<file path="src/rtl/sub_32b_pipe.sv">
// rtl/sub_32b_pipe.sv - pipelined 32-bit prefix-tree subtractor with valid/ready on both sides
// Optional stage-1 register: SUB_32B_PIPE_MID_REG_EN (undefined = single-stage, latency 1).
module sub_32b_pipe #(
  parameter int WIDTH = 32
) (
  input  logic             clk,
  input  logic             rst_n,
  input  logic             in_valid,
  output logic             in_ready,
  input  logic [WIDTH-1:0] a,
  input  logic [WIDTH-1:0] b,
  output logic             out_valid,
  input  logic             out_ready,
  output logic [WIDTH-1:0] d,
  output logic             bout,
  output logic             ovf,
  output logic             zero
);

  if (WIDTH != 32) begin : g_width_check
    $error("sub_32b_pipe: only WIDTH=32 is supported");
  end

  // One Sklansky level: bits with bit 'lvl' set absorb the top of the lower half-block.
  function automatic logic [63:0] prefix_level(input logic [31:0] gi, input logic [31:0] pi,
                                               input int lvl);
    logic [31:0] go;
    logic [31:0] po;
    int          j;
    go = gi;
    po = pi;
    for (int i = 0; i < 32; i++) begin
      if (((i >> lvl) & 1) == 1) begin
        j = ((i >> lvl) << lvl) - 1;
        go[i[4:0]] = gi[i[4:0]] | (pi[i[4:0]] & gi[j[4:0]]);
        po[i[4:0]] = pi[i[4:0]] & pi[j[4:0]];
      end
    end
    return {go, po};
  endfunction

  logic [31:0] p0, g0;
  always_comb begin
    p0    = a ^ ~b;
    g0    = a & ~b;
    g0[0] = g0[0] | p0[0];  // carry-in of 1 folded into bit 0
  end

  logic        v2;
  logic        load2;
  logic [31:0] h_t;
  logic        a31_t, b31_t;
  logic [63:0] l1, l2, l3, l4, l5;

`ifdef SUB_32B_PIPE_MID_REG_EN
  logic        v1, load1;
  logic [31:0] g_s1, p_s1, h_s1;
  logic        a31_s1, b31_s1;

  assign in_ready = !v1 || !v2 || out_ready;
  assign load1    = in_valid && in_ready;
  assign load2    = v1 && (!v2 || out_ready);

  assign l1 = prefix_level(g0, p0, 0);
  assign l2 = prefix_level(l1[63:32], l1[31:0], 1);

  always_ff @(posedge clk) begin
    if (!rst_n)     v1 <= 1'b0;
    else if (load1) v1 <= 1'b1;
    else if (load2) v1 <= 1'b0;
  end

  always_ff @(posedge clk) begin
    if (load1) begin
      g_s1   <= l2[63:32];
      p_s1   <= l2[31:0];
      h_s1   <= p0;
      a31_s1 <= a[31];
      b31_s1 <= b[31];
    end
  end

  assign l3    = prefix_level(g_s1, p_s1, 2);
  assign h_t   = h_s1;
  assign a31_t = a31_s1;
  assign b31_t = b31_s1;
`else
  assign in_ready = !v2 || out_ready;
  assign load2    = in_valid && in_ready;

  assign l1    = prefix_level(g0, p0, 0);
  assign l2    = prefix_level(l1[63:32], l1[31:0], 1);
  assign l3    = prefix_level(l2[63:32], l2[31:0], 2);
  assign h_t   = p0;
  assign a31_t = a[31];
  assign b31_t = b[31];
`endif

  assign l4 = prefix_level(l3[63:32], l3[31:0], 3);
  assign l5 = prefix_level(l4[63:32], l4[31:0], 4);

  // Group generate of bits i..0 is the carry into bit i+1.
  logic [31:0] carry, nd;
  logic        nbout, novf, nzero, unused_p;
  assign carry    = l5[63:32];
  assign unused_p = ^l5[31:0];
  assign nd       = h_t ^ {carry[30:0], 1'b1};
  assign nbout    = ~carry[31];
  assign novf     = (a31_t ^ b31_t) & (a31_t ^ nd[31]);
  assign nzero    = (nd == 32'd0);

  always_ff @(posedge clk) begin
    if (!rst_n) begin
      v2   <= 1'b0;
      d    <= '0;
      bout <= 1'b0;
      ovf  <= 1'b0;
      zero <= 1'b0;
    end else if (load2) begin
      v2   <= 1'b1;
      d    <= nd;
      bout <= nbout;
      ovf  <= novf;
      zero <= nzero;
    end else if (out_ready) begin
      v2 <= 1'b0;
    end
  end

  assign out_valid = v2;

endmodule

</file>
<file path="config.mk">
export PLATFORM = sky130hd
export DESIGN_NAME = sub_32b_pipe
export DESIGN_NICKNAME = d
export VERILOG_FILES = /design/src/rtl/sub_32b_pipe.sv
export SDC_FILE = /design/constraint.sdc
export NUM_CORES = 1
export LEC_CHECK = 0
export CAP_MARGIN = 10
export CORE_ASPECT_RATIO = 0.9
export CORE_MARGIN = 5
export CORE_UTILIZATION = 42
export CTS_CLUSTER_SIZE = 24
export DETAILED_ROUTE_END_ITERATION = 6
export PLACE_DENSITY = 0.89
export SYNTH_ARGS = -nofsm -noshare
export SYNTH_HDL_FRONTEND = slang
export SYNTH_SLANG_ARGS = --single-unit
</file>
<file path="constraint.sdc">
create_clock -name clk -period 5.12 [get_ports clk]
set_input_delay 1.024 -clock clk [delete_from_list [all_inputs] [get_ports clk]]
set_output_delay 1.024 -clock clk [all_outputs]
set_load 0.02 [all_outputs]
</file>
Word-level counts from Yosys, hierarchy flattened
Index checks and enable logic that the tools add are counted.
{"block": "word_totals", "wordCells": 230, "out_inout_bits": 37, "regBits": 36}
{"block": "classes", "mux": 2, "reduce_logical": 5, "bitwise": 218}
{"op": "$and A1 B1 Y1", "count": 130}
{"op": "$or A1 B1 Y1", "count": 81}
{"op": "$xor A32 B32 Y32", "count": 2}
{"op": "$and A32 B32 Y32", "count": 1}
{"op": "$logic_not A32 Y1", "count": 1}
{"op": "$not A32 Y32", "count": 1}
{"op": "$mux W1", "count": 2}
{"op": "$reduce_bool A2 Y1", "count": 1}
{"op": "$xor A1 B1 Y1", "count": 2}
{"op": "$logic_and A1 B1 Y1", "count": 1}
{"op": "$logic_not A1 Y1", "count": 1}
{"op": "$logic_or A1 B1 Y1", "count": 1}
{"op": "$not A1 Y1", "count": 1}

Logic depth before layout (Yosys ltp)
{"block": "depth", "ltp_word": 16, "mapped_depth": 19}

Worst setup path after synthesis
Ideal clock, no wire load.
{"block": "synth_path", "kind": "input to register", "startpoint": "input port a[0]", "endpoint": "register zero", "stages": 19, "n_path_buf": 0, "setup_ns": 0.069, "setup_slack_ns": 0.016, "required_time_ns": 5.051, "arrival_time_ns": 5.035, "cell_sequence": "inv_1 -> ha_1 -> fa_1 -> nor2b_1 -> o211ai_4 -> a21boi_0 -> o21ai_0 -> nand2_1 -> a21o_1 -> fa_1 -> nor2_1 -> nand2_1 -> nor4_1 -> o2111ai_1 -> a2111oi_4 -> o2111ai_1 -> or4_1 -> or4b_1 -> o21ai_1"}
{"block": "synth_via", "word_cells_on_any_way": 65, "cone_classes": "bitwise (64); reduce/logical (1)"}
{"element": "start: declaration", "line_no": "10", "rtl": "input logic [WIDTH-1:0] a,"}
{"element": "$and A32 B32 Y32 or $xor A32 B32 Y32 (tied branches)", "line_no": "45, 44"}
{"element": "$or A1 B1 Y1 (*)", "line_no": "46", "rtl": "g0[0] = g0[0] | p0[0];"}
{"element": "$and A1 B1 Y1 (*)", "line_no": "35", "rtl": "go[i[4:0]] = gi[i[4:0]] | (pi[i[4:0]] & gi[j[4:0]]);"}
{"element": "$or A1 B1 Y1 (*)", "line_no": "35"}
{"element": "$and A1 B1 Y1 (*)", "line_no": "35"}
{"element": "$or A1 B1 Y1 (*)", "line_no": "35"}
{"element": "$and A1 B1 Y1 (*)", "line_no": "35"}
{"element": "$or A1 B1 Y1 (*)", "line_no": "35"}
{"element": "$and A1 B1 Y1 (*)", "line_no": "35"}
{"element": "$or A1 B1 Y1 (*)", "line_no": "35"}
{"element": "$xor A32 B32 Y32 (*)", "line_no": "107", "rtl": "assign nd = h_t ^ {carry[30:0], 1'b1};"}
{"element": "named net nd[16]", "line_no": "103", "rtl": "logic [31:0] carry, nd;"}
{"element": "$logic_not A32 Y1 (*)", "line_no": "110", "rtl": "assign nzero = (nd == 32'd0);"}
{"element": "end signal: assignment", "line_no": "124", "rtl": "zero <= nzero;"}
{"element": "end: declaration", "line_no": "17", "rtl": "output logic zero"}
The timed path passes the listed nets; every way through them passes the cells marked *.
A chain may end at the register's enable or synchronous reset.

Final worst setup path
{"block": "layout_path", "startpoint": "input port a[11]", "endpoint": "register zero"}
{"block": "layout_via", "word_cells_on_any_way": 62, "cone_classes": "bitwise (61); reduce/logical (1)"}
{"element": "$xor A32 B32 Y32", "line_no": "44", "rtl": "p0 = a ^ ~b;"}
{"element": "$and A1 B1 Y1 (on tied branches)", "line_no": "35, 36"}
{"element": "$or A1 B1 Y1 or $and A1 B1 Y1 (tied branches)", "line_no": "35"}
{"element": "$or A1 B1 Y1", "line_no": "35"}
{"element": "$and A1 B1 Y1", "line_no": "35"}
{"element": "$or A1 B1 Y1", "line_no": "35"}
{"element": "$or A1 B1 Y1 (*)", "line_no": "35"}
{"element": "$xor A32 B32 Y32 (*)", "line_no": "107"}
{"element": "named net nd[16]", "line_no": "103"}
{"element": "$logic_not A32 Y1 (*)", "line_no": "110"}
Marks and branches as above.

==> qor.yml <==
run_status:
  status: "complete, no violations"
timing:
  min_period_ns: 5.06
  hold_violations: 0
  final_max_slew_viol_count: 0
  worst-slew-pin-transition_ns: 1.07
  period_share_pct: 98.8
  setup_viol: 0
  worst_hold_slack_ns: 0.456
  max_freq_mhz: 198
  fin_skew_ns: 0.00236
  max_slew_margin_pct: 28.7
global_routing:
  grt_usage_pct: 21.1
  grt_antenna_before_repair: 2
  grt_pass1_vias: 3537
  grt_max_degree: 39
  grt_first_pass_wirelength_um: 16100
  grt.overflow.total: 0
pwr:
  p_int_uw: 697
  power_leakage_uw: 0.00223
  switchingPower_uw: 392
  clkPwrFrac_pct: 23.2
  ir_worst_vdd_mv: 0.140
  p_seq_share_pct: 29.6
  swShare_pct: 36.0
  power_density_nw_per_um2: 222
  comb_power_share_pct: 47.2
routing:
  viasPerCell: 5.66
  routed_wl_um: 11100
  first_pass_iters: 7
  ant_nets: 0
  wire_per_inst_um: 17.1
  vias: 3674
  drc: 0
  first_iter_violations: 254
synth:
  synth.top_cells.by_count: "nand2_1, inv_1, a21oi_1, dfxtp_1"
  yosysSeqAreaShare_pct: 23.2
  synth_top_cell_area_share_pct: 23.2
  netlist_area_um2: 3100
  yosysUniqueCellTypes: 59
  synth_cells: 411
  synth-async-reset-ratio_pct: 0
  yosys.area.top_type: "dfxtp_1"
  synth_edf_count: 0
  ys_warn_count: 0
  syn_nets: 515
  yosysMostFrequentCell: "nand2_1"
  avgSynthCellArea_um2: 7.55
  ys.flop_type: "dfxtp_1"
  ys_ff_latch: 36
  synth.area.top_cells: "dfxtp_1, ha_1, nand2_1, a21oi_1, inv_1"
clock_network:
  h-tree-depth: 2
  cts_root_buf: "clkbuf_8"
  cts_tree: "done"
  ctsHoldBuffers: 0
  cts_buffers: 5
  clk_pin_slew_ns: 0.08
  insertion_delay_ns: 0.29
  cts_sinks: 36
  cts_buffer_depth: 2
floorplan:
  dieArea_um2: 9210
  initial_utilization_pct: 43.6
  core.rowCount: 29
  io_pins: 105
  core_um2: 7110
  die_w_um: 101
  die_h_um: 91.6
critical_path:
  cp_data_required_time_ns: 5.35
  critPathTopFamily: "simple AND/OR/NAND/NOR gates"
  cp-end-kind: "flop"
  crit_type: "input port to flop"
  cp-start-kind: "input port"
  regToRegSetupSlack_ns: 2.38
  cp.buffers_inverters: 2
  crit_arrival_ns: 5.29
  critPathSlowestCell: "or4b_4"
  critPathMaxStageDelay_ns: 0.55
  path_cells: "clkdlybuf4s50_1 > ha_4 > buf_4 > nor2_2 > nor2_1 > o41a_1 > o21ai_1 > nand2_1 > a21o_1 > fa_1 > nor2_1 > nand2_1 > nor4_4 > o2111ai_2 > a2111oi_4 > o2111ai_1 > or4_1 > or4b_4 > o21ai_2"
  critPathMaxFanout: 5
final_layout:
  instances_no_fill: 649
  drive_above_1_share_pct: 17.1
  fin_nets: 657
  syn2layout_area_growth_pct: 57.7
placed_design:
  port_buffers: 104
  hpwl_um: 8020
  dpl.cell_count: 632
  place.gp.congestion: 0.882
worst_hold_path:
  hold_class: "flop to flop"
run:
  cap_violations: 0
repair_timing:
action                                  CTS  global route
gates resized for setup                  13            46
setup buffers                             2             5
pin swaps                                14            24
endpoints found under the setup margin    1             1
kinds of logic after synthesis:
family / synth area share, %
compound gates: 26.7
xor+xnor: 3.39
fa+ha+maj: 15.7
buf+inv: 7.01
flops: 23.2
mux: 0.322
simple gates: 23.6
path summary, 6_finish.rpt:
check,start,endpoint,depth (start not counted)
hold / removal,bout,bout,2
setup reg to reg,out_valid,zero,9
setup / recovery,a[11],zero,19
hold reg to reg,bout,bout,2
metrics by stage:
stage | setup slack [ns] | utilization, % | cell area, um2 | total power, uW | setup TNS [ns]
6_report | 0.0593 | 68.8 | 4890 | 1090 | 0
5_1_grt | -0.0907 | 68.8 | 4890 | 1150 | -0.0907
4_1_cts | 0.00846 | 66.0 | 4690 | 1060 | 0
3_5_place_dp | -0.630 | 63.1 | 4490 | 793 | -0.630
3_3_place_gp | -0.406 | 63.1 | 4490 | 780 | -0.406
2_1_floorplan | 0.0156 | - | 3100 | 589 | 0
placed cells by master, fill, tap and decap left out, types with 6 or more instances in the layout:
cell,instances
a211oi_1,8
a21o_1,6
a21oi_1,38
a31oi_1,6
and3_1,9
buf_4,43
clkdlybuf4s50_1,86
dfxtp_1,36
dlymetal6s2s_1,18
ha_1,22
ha_4,7
inv_1,38
inv_2,7
nand2_1,53
nand3_1,8
nand4_1,7
nor2_1,29
nor3_1,10
o21a_1,7
o21ai_0,11
or3_1,8
xnor2_1,7
cell type report:
type | count | area [um2]
well taps | 93 | 116
flip-flops and latches | 36 | 721
diodes | 2 | 5.00
repair buffers | 148 | 1420
fillers | 549 | 2220
clock inverters | 3 | 42.5
inverters | 45 | 169
multi-input cells | 317 | 2350
clock buffers | 5 | 68.8
worst reg2reg max path, cell delays in order, from the launching register on:
cell,delay (ns)
dfxtp_1,0.31
nand2b_1,0.13
nand2_1,0.16
nor4_4,0.37
o2111ai_2,0.18
a2111oi_4,0.21
o2111ai_1,0.15
or4_1,0.49
or4b_4,0.55
o21ai_2,0.13
power by group through the flow:
stage / Clock, uW / Sequential, uW / Combinational [uW]
floorplan: 0 / 358 / 231
global placement: 0 / 326 / 454
detailed placement: 0 / 328 / 465
CTS: 254 / 321 / 480
global route: 269 / 325 / 551
finish: 252 / 322 / 514
per-layer routing:
layer / GRT usage [%] / share of wire [%]
met5: 0 / 0
met4: 6.17 / 3.6
met3: 3.07 / 7.6
met2: 36.0 / 48
met1: 27.3 / 40
registers in the layout, summed over array words and instances (netlist names):
register and cells:
d 32, out_valid 1, zero 1, bout 1
ovf 1
(Power assumes the default switching activity.)
